### config.mk
export PLATFORM = sky130hd
export DESIGN_NAME = karatsuba_mul_arbiter
export DESIGN_NICKNAME = d
export VERILOG_FILES = /design/src/rtl/karatsuba_mul_arbiter_pkg.sv /design/src/rtl/karatsuba_mul_arbiter_karatsuba.sv /design/src/rtl/karatsuba_mul_arbiter_rr_arbiter.sv /design/src/rtl/karatsuba_mul_arbiter.sv
export SDC_FILE = /design/constraint.sdc
export NUM_CORES = 1
export LEC_CHECK = 0
export ABC_CLOCK_PERIOD_IN_PS = 19800
export BUFFER_PORTS_ARGS = -buffer_cell sky130_fd_sc_hd__buf_2
export CELL_PAD_IN_SITES_DETAIL_PLACEMENT = 1
export CELL_PAD_IN_SITES_GLOBAL_PLACEMENT = 1
export CORE_MARGIN = 1.5
export CORE_UTILIZATION = 40
export DETAILED_ROUTE_END_ITERATION = 6
export GPL_TIMING_DRIVEN = 0
export PLACE_DENSITY = 0.8
export SLEW_MARGIN = 20
export SYNTH_ARGS = -nofsm -noshare
export SYNTH_HDL_FRONTEND = slang
export SYNTH_SLANG_ARGS = --single-unit
### constraint.sdc
create_clock -name clk -period 19.8 [get_ports clk]
set_input_delay 3.96 -clock clk [delete_from_list [all_inputs] [get_ports clk]]
set_output_delay 3.96 -clock clk [all_outputs]
set_load 0.1 [all_outputs]
### src/rtl/karatsuba_mul_arbiter_pkg.sv
// karatsuba_mul_arbiter_pkg: shared defaults and width helper for the shared-multiplier arbiter
package karatsuba_mul_arbiter_pkg;
  localparam int N_DEF = 15;
  function automatic int clog2_min1(input int v);
    return (v <= 2) ? 1 : $clog2(v);
  endfunction
endpackage

### src/rtl/karatsuba_mul_arbiter_karatsuba.sv
// Karatsuba_0: combinational one-level Karatsuba unsigned multiplier, N x N -> 2N
module Karatsuba_0 #(
  parameter int N = 15
) (
  input  logic [N-1:0]   i_a,
  input  logic [N-1:0]   i_b,
  output logic [2*N-1:0] o_p
);
  localparam int L = (N + 1) / 2;
  localparam int W = 2 * N;
  logic [L-1:0] w_al, w_bl;
  logic [N-L-1:0] w_ah, w_bh;
  logic [W-1:0] w_z0, w_z1, w_z2, w_mid;
  assign w_al = i_a[L-1:0];
  assign w_ah = i_a[N-1:L];
  assign w_bl = i_b[L-1:0];
  assign w_bh = i_b[N-1:L];
  assign w_z0 = W'(w_al) * W'(w_bl);
  assign w_z2 = W'(w_ah) * W'(w_bh);
  assign w_z1 = (W'(w_al) + W'(w_ah)) * (W'(w_bl) + W'(w_bh));
  assign w_mid = w_z1 - w_z0 - w_z2;
  assign o_p = (w_z2 << (2 * L)) + (w_mid << L) + w_z0;
endmodule

### src/rtl/karatsuba_mul_arbiter_rr_arbiter.sv
// rr_arbiter: combinational round-robin grant starting after the last granted index
module rr_arbiter #(
  parameter int NREQ = 4,
  parameter int IDW  = 2
) (
  input  logic [NREQ-1:0] i_req,
  input  logic            i_en,
  input  logic [IDW-1:0]  i_last,
  output logic [NREQ-1:0] o_grant,
  output logic [IDW-1:0]  o_idx
);
  logic w_hit;
  always_comb begin
    o_grant = '0;
    o_idx = '0;
    w_hit = 1'b0;
    for (int k = 1; k <= NREQ; k++) begin
      if (i_en && !w_hit && i_req[(int'(i_last) + k) % NREQ]) begin
        w_hit = 1'b1;
        o_grant[(int'(i_last) + k) % NREQ] = 1'b1;
        o_idx = IDW'((int'(i_last) + k) % NREQ);
      end
    end
  end
endmodule

### src/rtl/karatsuba_mul_arbiter.sv
// karatsuba_mul_arbiter: round-robin sharing of one Karatsuba multiplier with a registered tagged response
module karatsuba_mul_arbiter
  import karatsuba_mul_arbiter_pkg::*;
#(
  parameter int N    = N_DEF,
  parameter int NREQ = 4,
  parameter int IDW  = clog2_min1(NREQ),
  parameter int CW   = 16
) (
  input  logic              clk,
  input  logic              rst,
  input  logic [NREQ-1:0]   req_valid,
  output logic [NREQ-1:0]   req_ready,
  input  logic [NREQ*N-1:0] req_a,
  input  logic [NREQ*N-1:0] req_b,
  output logic              rsp_valid,
  input  logic              rsp_ready,
  output logic [IDW-1:0]    rsp_id,
  output logic [2*N-1:0]    rsp_prod,
  output logic [CW-1:0]     done_cnt
);
  logic [IDW-1:0] r_last;
  logic [IDW-1:0] w_idx;
  logic [NREQ-1:0] w_grant;
  logic w_slot_free;
  logic [N-1:0] w_a, w_b;
  logic [2*N-1:0] w_prod;
  assign w_slot_free = !rsp_valid || rsp_ready;
  assign req_ready = w_grant;
  assign w_a = req_a[w_idx*N +: N];
  assign w_b = req_b[w_idx*N +: N];
  rr_arbiter #(.NREQ(NREQ), .IDW(IDW)) u_arb (
    .i_req   (req_valid),
    .i_en    (w_slot_free && !rst),
    .i_last  (r_last),
    .o_grant (w_grant),
    .o_idx   (w_idx)
  );
  Karatsuba_0 #(.N(N)) u_mul (
    .i_a (w_a),
    .i_b (w_b),
    .o_p (w_prod)
  );
  always_ff @(posedge clk) begin
    if (rst) begin
      rsp_valid <= 1'b0;
      rsp_id <= '0;
      rsp_prod <= '0;
      done_cnt <= '0;
      r_last <= IDW'(NREQ - 1);
    end else begin
      if (rsp_valid && rsp_ready) done_cnt <= done_cnt + 1'b1;
      if (w_slot_free) rsp_valid <= |w_grant;
      if (|w_grant) begin
        rsp_prod <= w_prod;
        rsp_id <= w_idx;
        r_last <= w_idx;
      end
    end
  end
  // A waiting requester must not change its operands before it is accepted.
  for (genvar i = 0; i < NREQ; i++) begin : g_chk
    a_stable: assert property (@(posedge clk) disable iff (rst)
      (req_valid[i] && !req_ready[i]) |=> (!req_valid[i] ||
      ($stable(req_a[i*N +: N]) && $stable(req_b[i*N +: N]))));
  end
endmodule
==> results.py <==
metrics = {
    "floorplan": {
        "io_pins": 180,
        "die_width_um": 179,
        "coreArea_mm2": 0.0306,
        "start_util_pct": 40.6,
        "die_area_mm2": 0.0321,
        "rows": 64,
        "fp.dieH_um": 179,
    },
    "synth": {
        "yosysTopAreaCell": "fa_1",
        "syn_area_mm2": 0.0124,
        "syn_inst": 1458,
        "ys_warn_count": 0,
        "synthTopCellsByCount": "inv_1, ha_1, nand2_1",
        "synth_edf_count": 0,
        "yosysTopAreaCellShare_pct": 22.6,
        "yosysUniqueCellTypes": 71,
        "syn_area_per_cell_um2": 8.52,
        "ys_seq_area_share_pct": 8.22,
        "synth_nets": 1899,
        "synthTopCellsByArea": "fa_1, ha_1, dfxtp_1, inv_1, and2_1",
        "synthArstFlopShare_pct": 0,
        "ys_seq_elements": 51,
        "synth_most_common_cell": "inv_1",
        "ys.flop_type": "dfxtp_1",
    },
    "route": {
        "drt_iter0_markers": 375,
        "firstDrtPassIters": 7,
        "wl_um": 37600,
        "drtAntennaViolNets": 0,
        "vias": 10950,
        "post-route-drc-count": 7,
        "via_per_inst": 5.37,
        "wire_per_inst_um": 18.4,
    },
    "setup_path": {
        "crit_top_cell": "fa_1",
        "endpoint_kind": "flop",
        "startpoint_type": "input pin",
        "required_ps": 20030,
        "slowest_delay_ps": 670,
        "cp_max_fo": 10,
        "critPathKind": "input pin to flop",
        "cpMaxStageDelayCell": "o32ai_2",
        "crit_arrival_ps": 17330,
    },
    "clocking": {
        "post_cts_buffers": 0,
        "clock-sinks": 51,
        "cts_tree": "done",
        "cts-root-buf": "clkbuf_16",
        "cts-resized-gates": 0,
        "holdBufCountCts": 0,
        "clockBufferDepth": 2,
        "htree_num_levels": 2,
        "clk_pin_slew_ps": 70,
        "cts_made_buffers": 5,
        "clock_latency_ps": 300,
    },
    "grt": {
        "grt_max_degree": 19,
        "track_usage_pct": 23.8,
        "grt_pass1_vias": 11811,
        "antenna_found_initial": 1,
        "overflow": 0,
        "grt_pass1_wl_um": 59800,
    },
    "timing": {
        "setup-tns-final_ps": 0,
        "worst_pin_slew_ps": 967,
        "fin_skew_ps": 6.48,
        "rsz0062_at_grt": "false",
        "setup_violations": 0,
        "fin_crit_ps": 17100,
        "slew_headroom_pct": 35.1,
        "min_period_over_period_pct": 86.4,
        "max_freq_mhz": 58.5,
        "slew_violations": 0,
        "hold_viol": 0,
    },
    "final_layout": {
        "antenna_cells": 0,
        "synthToLayoutAreaGrowth_pct": 12.5,
        "fillers": 3778,
        "finalNetCount": 2084,
        "drive_gt1_share_pct": 16.3,
    },
    "placement": {
        "hpwl_um": 32800,
        "port_buffers": 178,
        "gp_congestion": 0.932,
    },
    "status": {
        "violations": "DRC",
        "outcome": "complete, but fails checks",
    },
    "job": {
        "maxCapViolations": 0,
    },
    "worst_hold_path": {
        "hp-class": "flop to flop",
    },
}
[kinds of logic after synthesis]
family                   count (synthesis)  share of synthesized area [%]
flip-flops                              51                           8.22
AO/OA/AOI/OAI                          232                           15.0
adder cells (fa/ha/maj)                314                           40.1
buffers and inverters                  263                           8.44
AND/OR/NAND/NOR                        479                           19.1
XOR/XNOR                                85                           6.16
multiplexers                            34                           3.04
[placed cells by master, fill, tap and decap left out, types with 4 or more instances in the layout]
cell         n
or2_2        4
a21o_1      18
nand4_1      7
clkbuf_1    16
a222oi_1     4
nand3b_1     5
inv_1      227
nand3_1     14
xnor2_1     53
buf_6        4
and2_0       8
mux2i_1     31
o21a_1       7
and4_1       5
o211ai_1     4
a211oi_2    19
fa_1       140
o21bai_1    18
nor2b_1      8
or3_1        5
nand2_1    158
nor3_1      12
and2_1     132
and3_1       6
buf_4        5
a31oi_4      4
o21ai_0     33
or4_1        4
xor2_1      30
a21oi_1     50
nor2_1      99
ha_1       174
buf_2      188
a31oi_1      7
a31oi_2     22
dfxtp_1     51
clkbuf_16    5
a211oi_1    18
[critical path, delay by kind of cell]
kind,cells,cell delay (ps)
muxes,1,520
and+or+nand+nor,5,1090
xor gates and xnor gates,2,410
adders and majority gates,12,5810
AOI/OAI and AO/OA,16,4170
buffers and inverters,10,1370
[registers in the layout, summed over array words and instances, names as in the netlist]
register and count:
r_last 2, rsp_prod 30, rsp_valid 1, done_cnt 16
rsp_id 2
[layout make-up]
type | count | area [um2] | share of cell area (%)
plain buffers | 36 | 196 | 1.41
clock buffers | 5 | 125 | 0.896
clock inverters | 3 | 28.8 | 0.206
inverters | 227 | 852 | 6.10
multi-input cells | 1144 | 10400 | 74.2
flip-flops and latches | 51 | 1020 | 7.31
well taps | 396 | 495 | 3.55
repair buffers | 178 | 891 | 6.38
[routing by layer]
layer,vias to the layer above,wire length (um),track usage (%),part of all wire [%]
met3,85,1360,3.03,3.6
met4,0,1480,9.26,3.9
met5,-,0,0,0
met2,221,19200,41.9,51
li1,5159,-,-,-
met1,5485,15600,29.5,41
[worst paths after layout]
kind	startpoint	endpoint	slack, ps	cells after the start
setup / recovery	req_valid[0]	rsp_prod[29]$_SDFFE_PP0P_	2700	46
hold / removal	rsp_prod[24]$_SDFFE_PP0P_	rsp_prod[24]$_SDFFE_PP0P_	460	2
setup reg to reg	r_last[0]$_SDFFE_PP1P_	rsp_prod[29]$_SDFFE_PP0P_	5220	48
hold reg to reg	rsp_prod[24]$_SDFFE_PP0P_	rsp_prod[24]$_SDFFE_PP0P_	460	2
[stage by stage]
step / cells / setup WS [ps] / cell area (um2) / hold WS, ps / util, %
after CTS: 2040 / 2730 / 14000 / 457 / 45.7
after floorplan: 1458 / 4180 / 12400 / 626 / -
final: 2040 / 2700 / 14000 / 455 / 45.7
after global placement: 2032 / 2580 / 13800 / 445 / 45.1
after detailed placement: 2032 / 2450 / 13800 / 446 / 45.2
after global routing: 2040 / 1760 / 14000 / 478 / 45.7
Power is left out: the tool's default activity adds up to more than one toggle a clock period on the data nets, which glitch-free logic cannot reach.
